### src/rtl/axis_burst_framer_pkg.sv
// -----------------------------------------------------------------------------
// axis_burst_framer_pkg
// Shared definitions for the AXI4-Stream burst framer:
//   - framer state encoding (IDLE = 0, BURST = 1)
//   - width of the software-visible frame counter
// -----------------------------------------------------------------------------
`timescale 1ns/1ps

package axis_burst_framer_pkg;

    localparam logic STATE_IDLE  = 1'b0;
    localparam logic STATE_BURST = 1'b1;

    localparam int STS_WIDTH = 32;

    typedef enum logic {
        IDLE  = STATE_IDLE,
        BURST = STATE_BURST
    } framer_state_t;

endpackage : axis_burst_framer_pkg

### src/rtl/axis_burst_framer.sv
// -----------------------------------------------------------------------------
// axis_burst_framer
// Sits on the master side of a block-RAM AXI4-Stream FIFO and releases data
// only in whole bursts of cfg_data beats, marking the last beat with tlast.
// Data passes through combinationally while a burst is open.
//
// Ports:
//   aclk, aresetn        clock, asynchronous active-low reset
//   cfg_data             burst length in beats (0 = disabled)
//   fifo_count           FIFO read-side occupancy
//   cfg_timeout          idle timeout in cycles (0 = off), only with
//                        AXIS_BURST_FRAMER_TIMEOUT_EN
//   sts_data             number of completed frames (wraps)
//   s_axis_*             slave stream from the FIFO
//   m_axis_*             framed master stream
//
// Build option:
//   AXIS_BURST_FRAMER_TIMEOUT_EN  flush a short frame once data has sat in the
//                                 FIFO for cfg_timeout idle cycles.
// -----------------------------------------------------------------------------
`timescale 1ns/1ps

module axis_burst_framer
    import axis_burst_framer_pkg::*;
#(
    parameter int AXIS_TDATA_WIDTH = 32,
    parameter int CNTR_WIDTH       = 16
) (
    input  logic                        aclk,
    input  logic                        aresetn,
    input  logic [CNTR_WIDTH-1:0]       cfg_data,
    input  logic [15:0]                 fifo_count,
`ifdef AXIS_BURST_FRAMER_TIMEOUT_EN
    input  logic [31:0]                 cfg_timeout,
`endif
    output logic [STS_WIDTH-1:0]        sts_data,
    input  logic [AXIS_TDATA_WIDTH-1:0] s_axis_tdata,
    input  logic                        s_axis_tvalid,
    output logic                        s_axis_tready,
    output logic [AXIS_TDATA_WIDTH-1:0] m_axis_tdata,
    output logic                        m_axis_tvalid,
    input  logic                        m_axis_tready,
    output logic                        m_axis_tlast
);

    framer_state_t          int_busy_reg;
    framer_state_t          w_state_next;
    logic [CNTR_WIDTH-1:0]  int_len_reg;
    logic [CNTR_WIDTH-1:0]  int_cntr_reg;
    logic [STS_WIDTH-1:0]   int_frame_reg;

    logic                   w_busy;
    logic                   w_beat;
    logic                   w_last;
    logic                   w_threshold;
    logic                   w_start;
    logic [CNTR_WIDTH-1:0]  w_start_len;
    logic                   w_timeout;
    logic [CNTR_WIDTH-1:0]  w_flush_len;

    assign w_busy = (int_busy_reg == BURST);
    assign w_beat = s_axis_tvalid & m_axis_tready & w_busy;
    assign w_last = w_busy & (int_cntr_reg == int_len_reg - CNTR_WIDTH'(1));

    // Length is zero-extended to the 16-bit FIFO count before comparing.
    assign w_threshold = (cfg_data != '0) && (fifo_count >= 16'(cfg_data));

    // Combinational pass-through; handshakes are gated by the burst state.
    assign m_axis_tdata  = s_axis_tdata;
    assign m_axis_tvalid = s_axis_tvalid & w_busy;
    assign s_axis_tready = m_axis_tready & w_busy;
    assign m_axis_tlast  = w_last;
    assign sts_data      = int_frame_reg;

`ifdef AXIS_BURST_FRAMER_TIMEOUT_EN
    localparam logic [CNTR_WIDTH-1:0] LEN_MAX    = {CNTR_WIDTH{1'b1}};
    localparam logic [15:0]           LEN_MAX_16 = 16'(LEN_MAX);

    logic [31:0] int_timer_reg;

    // The timer only counts while something is waiting in the FIFO; a
    // saturated count of fifo_count forms the flush length.
    assign w_timeout   = (int_busy_reg == IDLE) && (fifo_count != '0) &&
                         (cfg_timeout != '0) && (int_timer_reg >= cfg_timeout);
    assign w_flush_len = (fifo_count > LEN_MAX_16) ? LEN_MAX
                                                   : fifo_count[CNTR_WIDTH-1:0];

    always_ff @(posedge aclk or negedge aresetn) begin
        if (!aresetn) begin
            int_timer_reg <= '0;
        end else if (w_start || w_busy || fifo_count == '0 || cfg_timeout == '0) begin
            int_timer_reg <= '0;
        end else if (int_timer_reg != 32'hFFFF_FFFF) begin
            int_timer_reg <= int_timer_reg + 32'd1;
        end
    end
`else
    assign w_timeout   = 1'b0;
    assign w_flush_len = '0;
`endif

    // NOTE: every signal driven here gets a default first, so no path through
    // the case statement leaves one unassigned and no latch is inferred.
    always_comb begin
        w_state_next = int_busy_reg;
        w_start      = 1'b0;
        w_start_len  = cfg_data;
        case (int_busy_reg)
            IDLE: begin
                // A full-length burst takes priority over a timeout flush.
                if (w_threshold) begin
                    w_state_next = BURST;
                    w_start      = 1'b1;
                    w_start_len  = cfg_data;
                end else if (w_timeout) begin
                    w_state_next = BURST;
                    w_start      = 1'b1;
                    w_start_len  = w_flush_len;
                end
            end
            BURST: begin
                // Leaving after the tlast beat guarantees one IDLE cycle
                // between bursts so fifo_count can catch up.
                if (w_beat && w_last) begin
                    w_state_next = IDLE;
                end
            end
            default: begin
                w_state_next = IDLE;
            end
        endcase
    end

    // NOTE: state registers use non-blocking assignments so every flop samples
    // the pre-edge values regardless of statement order.
    always_ff @(posedge aclk or negedge aresetn) begin
        if (!aresetn) begin
            int_busy_reg  <= IDLE;
            int_len_reg   <= '0;
            int_cntr_reg  <= '0;
            int_frame_reg <= '0;
        end else begin
            int_busy_reg <= w_state_next;
            // Length is latched once per burst, so cfg_data changes only
            // take effect on the next burst.
            if (w_start) begin
                int_len_reg  <= w_start_len;
                int_cntr_reg <= '0;
            end else if (w_beat) begin
                int_cntr_reg <= int_cntr_reg + CNTR_WIDTH'(1);
            end
            if (w_beat && w_last) begin
                int_frame_reg <= int_frame_reg + 32'd1;
            end
        end
    end

endmodule : axis_burst_framer

### config.mk
export PLATFORM = sky130hd
export DESIGN_NAME = axis_burst_framer
export DESIGN_NICKNAME = d
export VERILOG_FILES = /design/src/rtl/axis_burst_framer_pkg.sv /design/src/rtl/axis_burst_framer.sv
export SDC_FILE = /design/constraint.sdc
export NUM_CORES = 1
export LEC_CHECK = 0
export ABC_AREA = 1
export CORE_ASPECT_RATIO = 1.4
export CORE_MARGIN = 3
export CORE_UTILIZATION = 49
export CTS_CLUSTER_SIZE = 10
export DETAILED_ROUTE_END_ITERATION = 12
export GPL_TIMING_DRIVEN = 1
export PLACE_DENSITY_LB_ADDON = 0.05
export SLEW_MARGIN = 25
export SYNTH_ARGS = -nofsm -noshare
export SYNTH_HDL_FRONTEND = slang
export SYNTH_SLANG_ARGS = --single-unit
### constraint.sdc
create_clock -name aclk -period 2.9 [get_ports aclk]
set_clock_uncertainty 0.2 [all_clocks]
set_input_delay 0.58 -clock aclk [delete_from_list [all_inputs] [get_ports aclk]]
set_output_delay 0.58 -clock aclk [all_outputs]
set_load 0.05 [all_outputs]
==> results.md <==
* Antenna violations before repair at 0
* Placer congestion estimate at 0.948
* Placement-stage worst setup slack at -0.00244 ns
* Run status: complete, but fails checks
* Largest fanout of any net on the critical path at 5
* EDFF count, synth at 0
* Crit path largest cell delay at 0.44 ns
* Number of global-route vias before repair at 4697
* CTS tree: done
* Die Y at 124 um
* Top cell type's share of synthesized area at 33.1%
* Dominant cell type by area after synthesis: sky130_fd_sc_hd__dfrtp_1
* Die X-Extent at 90.6 um
* Largest vdd supply drop at 0.335 mV
* Detailed placement HPWL at 9720 um
* Critical Path Source: int_len_reg[1]
* CTS clock-pin slew for the worst setup and hold paths at 0.05 ns
* Leak pwr at 2.88 nW
* Avg Inst Size Synth at 7.17 um^2
* Violations in the final reports: setup timing
* TritonCTS Sinks at 65
* Starting DRT DRC Count at 191
* Beginning of the worst register-to-register path: int_len_reg[1]
* Max Clock Freq at 341 MHz
* Worst slew margin at 59.7%
* Most used DFF post-synth: sky130_fd_sc_hd__dfrtp_1
* Insertion delay of the later-clocked pin in the worst-skew pair at 0.33 ns
* Total power divided by cell area at 655 mW/mm^2
* Drt first pass iters at 4
* Maximum number of pins on one net before global-route repair at 66
* RSZ-0062 raised after global routing: yes
* Final Hold Vio Count at 0
* Critical-path cell list: inv_2, ha_4, inv_2, nand2_2, nand2_2, xor2_2, nand3_2, nor2_4, nand3_2, nor2_4, and3_4, buf_12
* Buffers on Ports at 70
* Routed via count at 4610
* Cell type of the slowest stage on the worst timing path: sky130_fd_sc_hd__dfrtp_2
* Area of the core at 0.00962 mm^2
* Critical path capture point type: primary output
* Max H-tree Level at 3
* Fraction of layout instances using a drive strength above 1 at 11.4%
* Number of warnings printed during yosys synthesis at 0
* Type of the most critical hold path: in2async
* CP required at 2.12 ns
* Register area share after synthesis at 33.1%
* Average via count per standard cell at 5.29
* Category of the most critical setup path: reg2out
* Placed instance count at 849
* NumNets Final at 821
* Maximum number of buffers from clock root to sink at 2
* Leading cell types in the layout, fill and taps excluded: sky130_fd_sc_hd__nand2_1, sky130_fd_sc_hd__clkdlybuf4s50_1, sky130_fd_sc_hd__inv_1, sky130_fd_sc_hd__dfrtp_1, sky130_fd_sc_hd__nor2_1
* Post-Syn Nets at 772
* Arrival @ worst endpoint at 2.15 ns
* Final setup violation count at 1
* Most frequent standard cell in the layout excluding fill and tap cells: sky130_fd_sc_hd__nand2_1
* Tmin final at 2.93 ns
* Hold WS at 0.0566 ns
* Mapped cell area at 0.00491 mm^2
* Startpoint type of the worst setup path: flip-flop
* TritonCTS Buffers at 9
* Number of diodes added for antenna fixing at 0
* Remaining number of nets flagged by the antenna check after routing at 0
* Final worst path period share at 101%
* Routed length per placed instance at 14.7 um
* Total detailed-routing wirelength at 12800 um
* Std cell rows at 42
* Number of cells produced by synthesis at 685
* Layout-stage area growth over the synthesis result at 22.3%
* Setup TNS at -0.0321 ns
* Count of different cell masters after synthesis at 33
* Max Slew Vio Count at 0
* Number of standard cells in the layout, taps in and fillers out at 871
* Buffering stage count on the worst path with inverters included at 3
* DRC violations left at 0
* Delay-heaviest family, CP: simple AND/OR/NAND/NOR gates
* Fill cell count at 904
* Top-Level Pins at 135
* Final setup margin at -0.0321 ns
* Overall fraction of global-route tracks in use at 23.5%
* Slew at the pin closest to its max-slew limit at 0.598 ns
* Number of maximum-capacitance constraint violations at 0
* Number of flip-flops in the largest register at 32
* Grt total ovfl at 0
* Area of the die at 0.0113 mm^2
* Initial cell density of the core at 51.1%
* Async SR Flop Fraction at 100%
* Dominant cells by area after synthesis: sky130_fd_sc_hd__dfrtp_1, sky130_fd_sc_hd__nand2_1, sky130_fd_sc_hd__xor2_1
* Buffer cell driving the clock tree root: sky130_fd_sc_hd__clkbuf_16
* First-pass GRT wire length at 21400 um
* Register bit total from synthesis at 65
[worst reg2reg max path, cell delays in order, from the launching register on]
cell and delay (ns):
sky130_fd_sc_hd__dfrtp_2 0.44, sky130_fd_sc_hd__inv_2 0.09, sky130_fd_sc_hd__ha_4 0.17, sky130_fd_sc_hd__nand3_2 0.16
sky130_fd_sc_hd__nor2_2 0.15, sky130_fd_sc_hd__xor2_1 0.23, sky130_fd_sc_hd__buf_4 0.15, sky130_fd_sc_hd__nand3_1 0.07
sky130_fd_sc_hd__nor2_1 0.08, sky130_fd_sc_hd__nand2_1 0.10, sky130_fd_sc_hd__nor2_4 0.11, sky130_fd_sc_hd__buf_4 0.32
sky130_fd_sc_hd__nand4_1 0.15, sky130_fd_sc_hd__nand2_1 0.10
[layer usage]
metal	vias to the layer above	GRT usage, %	wire length [um]
li1	2295	-	-
met3	31	4.29	532
met2	140	46.1	7160
met4	0	11.5	506
met5	-	0	0
met1	2144	22.9	4610
[worst paths after layout]
kind / end / slack, ns / cells after the start
min in group aclk: int_len_reg[15] / 0.30 / 2
setup reg to reg: sts_data[21] / 0.32 / 13
hold / removal: sts_data[5] / 0.06 / 2
hold reg to reg: int_len_reg[15] / 0.30 / 2
max in group asynchronous: int_len_reg[9] / 2.14 / 2
setup / recovery: m_axis_tlast / -0.03 / 12
[layout make-up]
type	count	area [um^2]	share of cell area, %
sequential	65	1630	27.2
timing repair buffer	89	881	14.7
clock buffer	13	260	4.33
tap	132	165	2.75
multi-input combinational	504	2810	46.7
clock inverter	3	15.0	0.250
inverter	65	244	4.06
[where the power goes]
part	switching, mW	internal, mW
registers	0.213	1.07
logic	0.935	0.700
clock network	0.389	0.621
total	1.54	2.39
[metrics by stage]
stage,cell area [um^2],utilization [%],power (mW)
3_3_place_gp,5560,57.8,2.57
5_1_grt,6000,62.4,4.23
6_report,6000,62.4,3.93
4_1_cts,5880,61.1,3.70
3_5_place_dp,5560,57.8,2.61
2_1_floorplan,4910,-,2.34
[Yosys cell counts, drive strengths merged (4+ instances only)]
library cell and count:
nor4 11, clkbuf 9, ha 19, dfrtp 65, nor3 18, nor3b 4
a21oi 14, nand2 205, nor2 70, buf 42, nand3b 4, inv 65
nand3 34, xor2 31, o21ai 25, xnor2 19, nand4 40, and3 4
[what timing repair did]
item                       CTS  global route
pin swaps                    7             9
gates resized for setup      8            28
hold buffers                 0             0
setup endpoints to repair    1             1
setup buffers                1             5
[cells by family (layout without fill, tap and decap cells)]
family / count (synthesis) / after routing / synth area share (%)
XOR/XNOR: 51 / 51 / 9.38
flip-flops: 65 / 65 / 33.1
buffers and inverters: 116 / 170 / 12.1
adder cells (fa/ha/maj): 19 / 19 / 4.84
AND/OR/NAND/NOR: 392 / 392 / 36.1
AO/OA/AOI/OAI: 42 / 42 / 4.46
(Power assumes the default switching activity.)
